File: config.mk
export PLATFORM = sky130hd
export DESIGN_NAME = pipeline_retire
export DESIGN_NICKNAME = d
export VERILOG_FILES = /design/src/rtl/pipeline_retire.sv
export SDC_FILE = /design/constraint.sdc
export NUM_CORES = 1
export LEC_CHECK = 0
export ABC_AREA = 1
export BUFFER_PORTS_ARGS = -buffer_cell sky130_fd_sc_hd__buf_2
export CAP_MARGIN = 0
export CORE_MARGIN = 2
export CORE_UTILIZATION = 55
export CTS_CLUSTER_DIAMETER = 40
export DETAILED_ROUTE_END_ITERATION = 10
export PLACE_DENSITY = 0.77
export SLEW_MARGIN = 30
export SYNTH_ARGS = -nofsm -noshare
export SYNTH_HDL_FRONTEND = slang
export SYNTH_SLANG_ARGS = --single-unit
File: constraint.sdc
create_clock -name clk -period 2.6 [get_ports clk]
set_input_delay 0.39 -clock clk [delete_from_list [all_inputs] [get_ports clk]]
set_output_delay 0.39 -clock clk [all_outputs]
set_load 0.005 [all_outputs]
File: src/rtl/pipeline_retire.sv
`default_nettype none
// ============================================================================
// Module   : pipeline_retire
// Purpose  : Terminal retire FIFO for the stalling address pipeline. It applies
//            upstream flushes to queued beats and presents survivors to a sink.
//            Optional in-order ID checker is enabled by RETIRE_SEQ_CHECK_EN.
// Revision : 1.0 - initial release
// ============================================================================
module pipeline_retire #(
    parameter int FIFO_DEPTH    = 4,
    parameter int CNT_WIDTH     = 16,
    parameter int ADDRESS_WIDTH = 32,
    parameter int ID_WIDTH      = 8
) (
    input  logic                     clk,
    input  logic                     reset,
    input  logic [ADDRESS_WIDTH-1:0] in_address,
    input  logic [ID_WIDTH-1:0]      in_id,
    input  logic                     in_valid,
    output logic                     out_stall,
    input  logic                     in_flush,
    input  logic [ID_WIDTH-1:0]      in_flush_id,
    output logic [ADDRESS_WIDTH-1:0] out_address,
    output logic [ID_WIDTH-1:0]      out_id,
    output logic                     out_valid,
    input  logic                     in_ready,
    output logic [CNT_WIDTH-1:0]     retired_count,
    output logic                     seq_error
);

    localparam int                 c_PTR_W = $clog2(FIFO_DEPTH);
    localparam int                 c_OCC_W = c_PTR_W + 1;
    localparam logic [c_OCC_W-1:0] c_FULL  = c_OCC_W'(FIFO_DEPTH);

    logic [ADDRESS_WIDTH-1:0] mem_addr_q [FIFO_DEPTH];
    logic [ID_WIDTH-1:0]      mem_id_q   [FIFO_DEPTH];
    logic [FIFO_DEPTH-1:0]    kill_q;
    logic [c_PTR_W-1:0]       wr_ptr_q;
    logic [c_PTR_W-1:0]       rd_ptr_q;
    logic [c_OCC_W-1:0]       occ_q;
    logic [c_OCC_W-1:0]       occ_d;
    logic                     stall_q;
    logic [CNT_WIDTH-1:0]     count_q;

    logic w_nonempty;
    logic w_head_kill;
    logic w_valid;
    logic w_pop;
    logic w_discard;
    logic w_deq;
    logic w_push;

    assign w_nonempty  = (occ_q != '0);
    assign w_head_kill = kill_q[rd_ptr_q];
    assign w_valid     = w_nonempty && !w_head_kill;
    assign w_pop       = w_valid && in_ready;
    assign w_discard   = w_nonempty && w_head_kill;
    assign w_deq       = w_pop || w_discard;
    assign w_push      = in_valid && !stall_q;

    always_comb begin
        occ_d = occ_q;
        if (w_push && !w_deq) begin
            occ_d = occ_q + c_OCC_W'(1);
        end else if (!w_push && w_deq) begin
            occ_d = occ_q - c_OCC_W'(1);
        end
    end

    always_ff @(posedge clk) begin
        if (reset) begin
            kill_q   <= '0;
            wr_ptr_q <= '0;
            rd_ptr_q <= '0;
            occ_q    <= '0;
            stall_q  <= 1'b0;
            count_q  <= '0;
        end else begin
            // Flush may tag free slots too; harmless since a push rewrites the kill bit.
            for (int i = 0; i < FIFO_DEPTH; i++) begin
                if (in_flush && (mem_id_q[i] == in_flush_id)) begin
                    kill_q[i] <= 1'b1;
                end
            end
            if (w_push) begin
                kill_q[wr_ptr_q] <= in_flush && (in_id == in_flush_id);
                wr_ptr_q         <= wr_ptr_q + c_PTR_W'(1);
            end
            if (w_deq) begin
                rd_ptr_q <= rd_ptr_q + c_PTR_W'(1);
            end
            if (w_pop) begin
                count_q <= count_q + CNT_WIDTH'(1);
            end
            occ_q   <= occ_d;
            stall_q <= (occ_d == c_FULL);
        end
    end

    always_ff @(posedge clk) begin
        if (w_push) begin
            mem_addr_q[wr_ptr_q] <= in_address;
            mem_id_q[wr_ptr_q]   <= in_id;
        end
    end

    assign out_stall     = stall_q;
    assign out_valid     = w_valid;
    assign out_address   = w_nonempty ? mem_addr_q[rd_ptr_q] : '0;
    assign out_id        = w_nonempty ? mem_id_q[rd_ptr_q] : '0;
    assign retired_count = count_q;

`ifdef RETIRE_SEQ_CHECK_EN
    logic [ID_WIDTH-1:0] exp_id_q;
    logic                seq_err_q;

    // Killed heads advance the expectation too, so a flushed ID is not a gap.
    always_ff @(posedge clk) begin
        if (reset) begin
            exp_id_q  <= '0;
            seq_err_q <= 1'b0;
        end else if (w_deq) begin
            if (mem_id_q[rd_ptr_q] != exp_id_q) begin
                seq_err_q <= 1'b1;
            end
            exp_id_q <= mem_id_q[rd_ptr_q] + ID_WIDTH'(1);
        end
    end

    assign seq_error = seq_err_q;
`else
    assign seq_error = 1'b0;
`endif

endmodule
`default_nettype wire

==> results of run 1 <==
## power by group
| part | internal, mW | leakage, nW | switching, mW | total (mW) |
|---|---|---|---|---|
| registers | 3.60 | 1.71 | 0.116 | 3.71 |
| clock network | 1.35 | 0.277 | 1.15 | 2.50 |
| logic | 1.01 | 1.74 | 1.83 | 2.84 |
| total | 5.96 | 3.73 | 3.10 | 9.06 |
## critical path, cell delays in order, from the launching register on
cell and delay (ns):
dfxtp_2 0.35, buf_4 0.50, nor2_1 0.10, nor2_1 0.11
o21ai_0 0.11, a21oi_1 0.23, buf_2 0.16
## synthesized netlist by cell type (all sizes together)
cell type	count	area, µm²
a21oi	65	329
a22o	1	8.76
buf	21	113
clkbuf	18	67.6
conb	1	3.75
dfxtp	30	601
edfxtp	160	4800
ha	8	100
inv	49	184
nand2	77	322
nand3	19	128
nand4	8	50.1
nor2	191	756
nor3	6	51.3
nor3b	1	7.51
o2111ai	1	8.76
o211ai	2	15.0
o21a	1	7.51
o21ai	98	498
o22ai	5	31.3
or2	4	25.0
xnor2	17	149
xor2	10	87.6
## layout make-up
cell class | instances | area, µm²
diodes | 3 | 7.51
clock buffers | 17 | 425
clock inverters | 15 | 154
fillers | 1194 | 5330
inverters | 49 | 184
multi-input cells | 515 | 2580
flip-flops and latches | 190 | 5410
well taps | 188 | 235
repair buffers | 123 | 711
## flip-flops by register name, summed over array words and instances, names as in the netlist, named ones only
register       flops
wr_ptr_q           2
mem_id_q          32
rd_ptr_q           2
kill_q             4
out_stall          1
retired_count     16
occ_q              3
mem_addr_q       128
## per-stage QoR
| stage | area, µm² | worst slack, ns |
|---|---|---|
| after floorplan | 8350 | 0.657 |
| after global placement | 9120 | 0.736 |
| after detailed placement | 9120 | 0.692 |
| after CTS | 9700 | 0.206 |
| after global routing | 9700 | 0.0242 |
| final | 9700 | 0.206 |
## cells in the final DEF, fill, tap and decap left out, types with 4 or more instances in the layout
cell type    n
a21oi_1     64
buf_12       5
buf_2      110
buf_4        8
clkbuf_16   17
clkinv_1     4
dfxtp_1     29
edfxtp_1   160
ha_1         7
inv_1       42
inv_6        4
nand2_1     72
nand2_4      4
nand3_1     14
nand3_2      4
nand4_1      8
nor2_1     185
o21ai_0     92
o21ai_1      4
o22ai_1      5
or2_2        4
xnor2_1     17
xor2_1      10
## path summary, 6_finish.rpt
check,start,end,slack [ns],depth (start not counted)
max,flop,out_address[0],0.21,6
min,in_address[8],mem_addr_q[3][8],0.17,1
max reg2reg,occ_q[0],retired_count[9],0.74,9
min reg2reg,retired_count[13],retired_count[13],0.48,2
## cell families after synthesis
| group | synth area share (%) |
|---|---|
| AND/OR/NAND/NOR | 16.0 |
| flip-flops | 64.8 |
| AO/OA/AOI/OAI | 10.8 |
| XOR/XNOR | 2.83 |
| buffers and inverters | 4.36 |
| adder cells (fa/ha/maj) | 1.20 |
| other | 0.0449 |
## per-layer routing
metal  wire length, µm  global-route usage, %
met5                 0                      0
met2              8990                   38.7
met1              7570                   28.3
met4               301                   7.76
met3               955                   5.61
==> run metrics, run 1 <==
Worst-Skew Late Latency=0.43 ns; total power=between 9 and 10 mW; register area share after synthesis=approximately 65%; maximum vdd drop=approximately 0.82 mV; setup TNS=0 ns; maximum clock rate=roughly 0.42 GHz; RSZ-0062 raised after global routing=no; H-tree level count=4; Period minus WS final=2.39 ns; Post CTS Setup Buffer Count=0; area delta synth->final=16.2%; gr ovfl total=0; drc violations=0; Root Driver=clkbuf_16; first-pass GRT wire length=approximately 28 mm; Worst setup SP type=flop; Slew headroom=between 60 and 70%; post-CTS resize count=0; final hold vios=0; Layout Cells excl Fill=1100; average vias per placed instance=around 5.5; Final Skew=slightly below 0.007 ns; Worst setup EP type=output port; layout cells sized above 1=a little over 20%; overall routing resource usage=22.6%; leakage power=~3.7 nW; Synth Instances=793; Placeable Area=around 0.015 mm²; post-route ant nets=0; initial antenna violation count=2; Rows=45; hold_buf cts=0; die width=between 100 and 150 µm; kind of critical path=reg2out; Placer Congestion=0.840; pwr dens=933 mW/mm²; initial core utilization=between 50% and 60%; PortBufs=110; Max FO, Critical Path=56; die height=about 130 µm; detailed-route wire length per cell=between 15 and 20 µm; CTS Buffer Depth=2; synthesized flop and latch total=190; Slew Limit Fails=0; TritonCTS clock tree=yes; Post-DP HPWL=11.1 mm; Clock Sinks=190; syn nets=approximately 850; Required @ worst endpoint=about 2.2 ns; final wirelength=17.8 mm; Arr. time, crit path=~2.0 ns; max cap viols=0; post-layout util=between 60% and 70%; Hold Path Class=in2reg; fin nets=957; DRT iter0 DRCs=473; largest net degree at the start of global routing=61; DP Cell Count=around 1100; status=completed; hold slack=approximately 0.17 ns; post-synthesis cell area=between 0.008 and 0.009 mm²; clock-pin transition on the worst setup and hold timing paths=around 0.07 ns; vias in the first global route=5768; # IOs=112; Yosys cell types=39; post-synthesis area per instance=around 11 µm²; Syn. warnings=0; DRT Pass-1 Iters=5; Worst-Margin Slew=0.584 ns; number of CTS-inserted buffers=17; Die ar.=0.0162 mm²; Final Setup Violations=0; period utilization=between 90 and 100%; detailed-route via count=6044
Note: power is estimated with default switching activity, not from simulation.
==> run 2: changes to the inputs <==
--- a/config.mk
+++ b/config.mk
@@ -9,10 +9,10 @@
 export BUFFER_PORTS_ARGS = -buffer_cell sky130_fd_sc_hd__buf_2
 export CAP_MARGIN = 0
 export CORE_MARGIN = 2
-export CORE_UTILIZATION = 55
+export CORE_UTILIZATION = 58
 export CTS_CLUSTER_DIAMETER = 40
 export DETAILED_ROUTE_END_ITERATION = 10
-export PLACE_DENSITY = 0.77
+export PLACE_DENSITY = 0.8
 export SLEW_MARGIN = 30
 export SYNTH_ARGS = -nofsm -noshare
 export SYNTH_HDL_FRONTEND = slang
==> run 2 against run 1 <==
Die area decreased by 5.0%. Combinational power increased by 2%. Global-route usage increased by 2.2 points. Flip-flop and latch count unchanged. Core utilization increased by 4.3 points. Count of clock-buffer cells in the layout increased by 1. Sequential power about the same. Maximum frequency increased by 0.14%. First-iteration DRC count increased by 4.2%. Sequential share of layout area increased by 0.43 points. Clock power decreased by 9.6%. Final cell count decreased by 0.73%. Critical endpoint is now out_address[23]. Largest cell class unchanged. Largest power group unchanged. Highest routed layer unchanged.
==> run metrics, run 2 (synthesized netlist as in run 1, its figures left out) <==
final wirelength=18.1 mm (+1.6%); setup TNS=0 ns (unchanged); most common cell after layout, fill and taps aside=nor2_1; Clock Sinks=190 (unchanged); Worst setup EP type=output port; DP Cell Count=1063 (-0.19%); initial antenna violation count=1 (-1); Root Driver=clkbuf_16; pwr dens=922 mW/mm² (-1.2%); TritonCTS clock tree=yes; layout cells sized above 1=20.4% (-0.045 points); Max FO, Critical Path=18 (-68%); reg-to-reg endpoint=retired_count[9]; reg-to-reg critical path startpoint=occ_q[0]; Cell Area, Placed=0.00913 mm² (+0.11%); Fill cells=1045 (-12%); hold_buf cts=0 (unchanged); Hold Path Depth=1 (unchanged); area delta synth->final=15.3%; period utilization=91.9% (-0.13 points); vias in the first global route=5664 (-1.8%); max reg flops=128 (unchanged); final hold vios=0 (unchanged); post-route ant nets=0 (unchanged); die height=124 µm (-2.5%); DRT Pass-1 Iters=6 (+1); first-pass GRT wire length=28.2 mm (+0.66%); # IOs=112 (unchanged); Period minus WS final=2.39 ns (-0.00329 ns); reg2reg setup slack=0.71 ns (-0.03 ns); Hold Path Class=in2reg; Post CTS Setup Buffer Count=0 (unchanged); Required @ worst endpoint=2.21 ns (about the same); Hold Startpoint=in_address[9]; Final Skew=0.00675 ns (-0.0000532 ns); Worst-Margin Slew=0.742 ns (+0.159 ns); largest net degree at the start of global routing=81 (+33%); number of CTS-inserted buffers=17 (unchanged); Slew Limit Fails=0 (unchanged); fin nets=963 (+0.63%); Slew headroom=50.4% (-11 points); Rows=43 (-4.4%); Arr. time, crit path=2.00 ns (about the same); maximum clock rate=0.418 GHz (+0.14%); DRT iter0 DRCs=493 (+4.2%); post-CTS resize count=0 (unchanged); hold slack=0.174 ns (+0.00253 ns); Post-DP HPWL=11.6 mm (+4.4%); Placeable Area=0.0140 mm² (-6.9%); Worst setup SP type=flop; initial core utilization=59.7% (+4.1 points); Worst-Skew Late Latency=0.43 ns (about the same); leakage power=3.72 nW (-0.19%); clock-pin transition on the worst setup and hold timing paths=0.07 ns (about the same); maximum vdd drop=0.585 mV (-28%); Layout Cells excl Fill=1092 (-0.73%); max cap viols=0 (unchanged); detailed-route via count=5967 (-1.3%); r2r worst-path depth=9 (unchanged); PortBufs=110 (unchanged); RSZ-0062 raised after global routing=no; H-tree level count=4 (unchanged); post-route cell area=0.00963 mm² (-0.77%); Reg with most FFs=mem_addr_q; gr ovfl total=0 (unchanged); detailed-route wire length per cell=16.6 µm (+2.3%); kind of critical path=reg2out; hold-critical path endpoint=mem_addr_q[2][9]; drc violations=0 (unchanged); Die ar.=0.0154 mm² (-5.0%); overall routing resource usage=24.8% (+2.2 points); average vias per placed instance=5.46 (-0.55%); die width=124 µm (-2.5%); Final Setup Violations=0 (unchanged); Placer Congestion=0.893 (+6.3%); most frequent cells in the layout=nor2_1 (185), edfxtp_1 (160), buf_2 (110), o21ai_0 (92), nand2_1 (72); CTS Buffer Depth=2 (unchanged); status=completed
[run 2: cell count changes in the layout (fill, tap and decap cells not counted), moves of 2 or more]
cell	previous run	this run
diode_2	3	1
inv_6	4	1
buf_4	8	16
buf_12	5	3
clkinvlp_4	3	0
clkinv_2	2	4
[run 2: area by class of cell]
cell class	count	area, µm²	share of cell area (%)
inverter	49	184	1.91
tap	180	225	2.34
multi-input combinational	515	2580	26.8
clock inverter	10	70.1	0.728
sequential	190	5410	56.2
antenna	1	2.50	0.0260
clock buffer	18	429	4.46
timing repair buffer	129	731	7.59
[run 2: per-layer routing]
layer	vias up	routed length, µm	track usage [%]
met5	-	0	0
met4	0	308	9.55
met3	30	1260	5.45
met2	233	8940	40.7
met1	2765	7590	32.5
li1	2939	-	-
[run 2: how the worst max path moves through the flow]
stage | start | end | slack, ns | cells past startpoint
CTS | flop | out_address[23] | 0.22 | 6
finish | flop | out_address[23] | 0.21 | 6
floorplan | in_valid | kill_q[0] | 0.66 | 7
global placement | flop | out_id[1] | 0.74 | 5
detailed placement | flop | out_address[23] | 0.68 | 6
global route | flop | out_address[18] | 0.11 | 6
[run 2: metrics by stage]
stage	setup slack (ns)	total power, mW	util (%)
3_3_place_gp	0.738	6.60	65.2
2_1_floorplan	0.657	5.53	-
6_report	0.210	8.88	68.8
4_1_cts	0.216	8.92	68.8
5_1_grt	0.106	9.39	68.8
3_5_place_dp	0.682	6.67	65.2
[run 2: power by group]
group          leakage [nW]  internal [mW]  switching (mW)
clock network         0.251           1.20            1.06
registers              1.71           3.60           0.111
logic                  1.76           1.03            1.87
[run 2: worst max-delay path: stages, from the launching register on]
cell     delay [ns]
dfxtp_1        0.31
inv_1          0.54
buf_4          0.29
nor2_1         0.05
o21ai_0        0.10
a21oi_1        0.13
buf_2          0.15
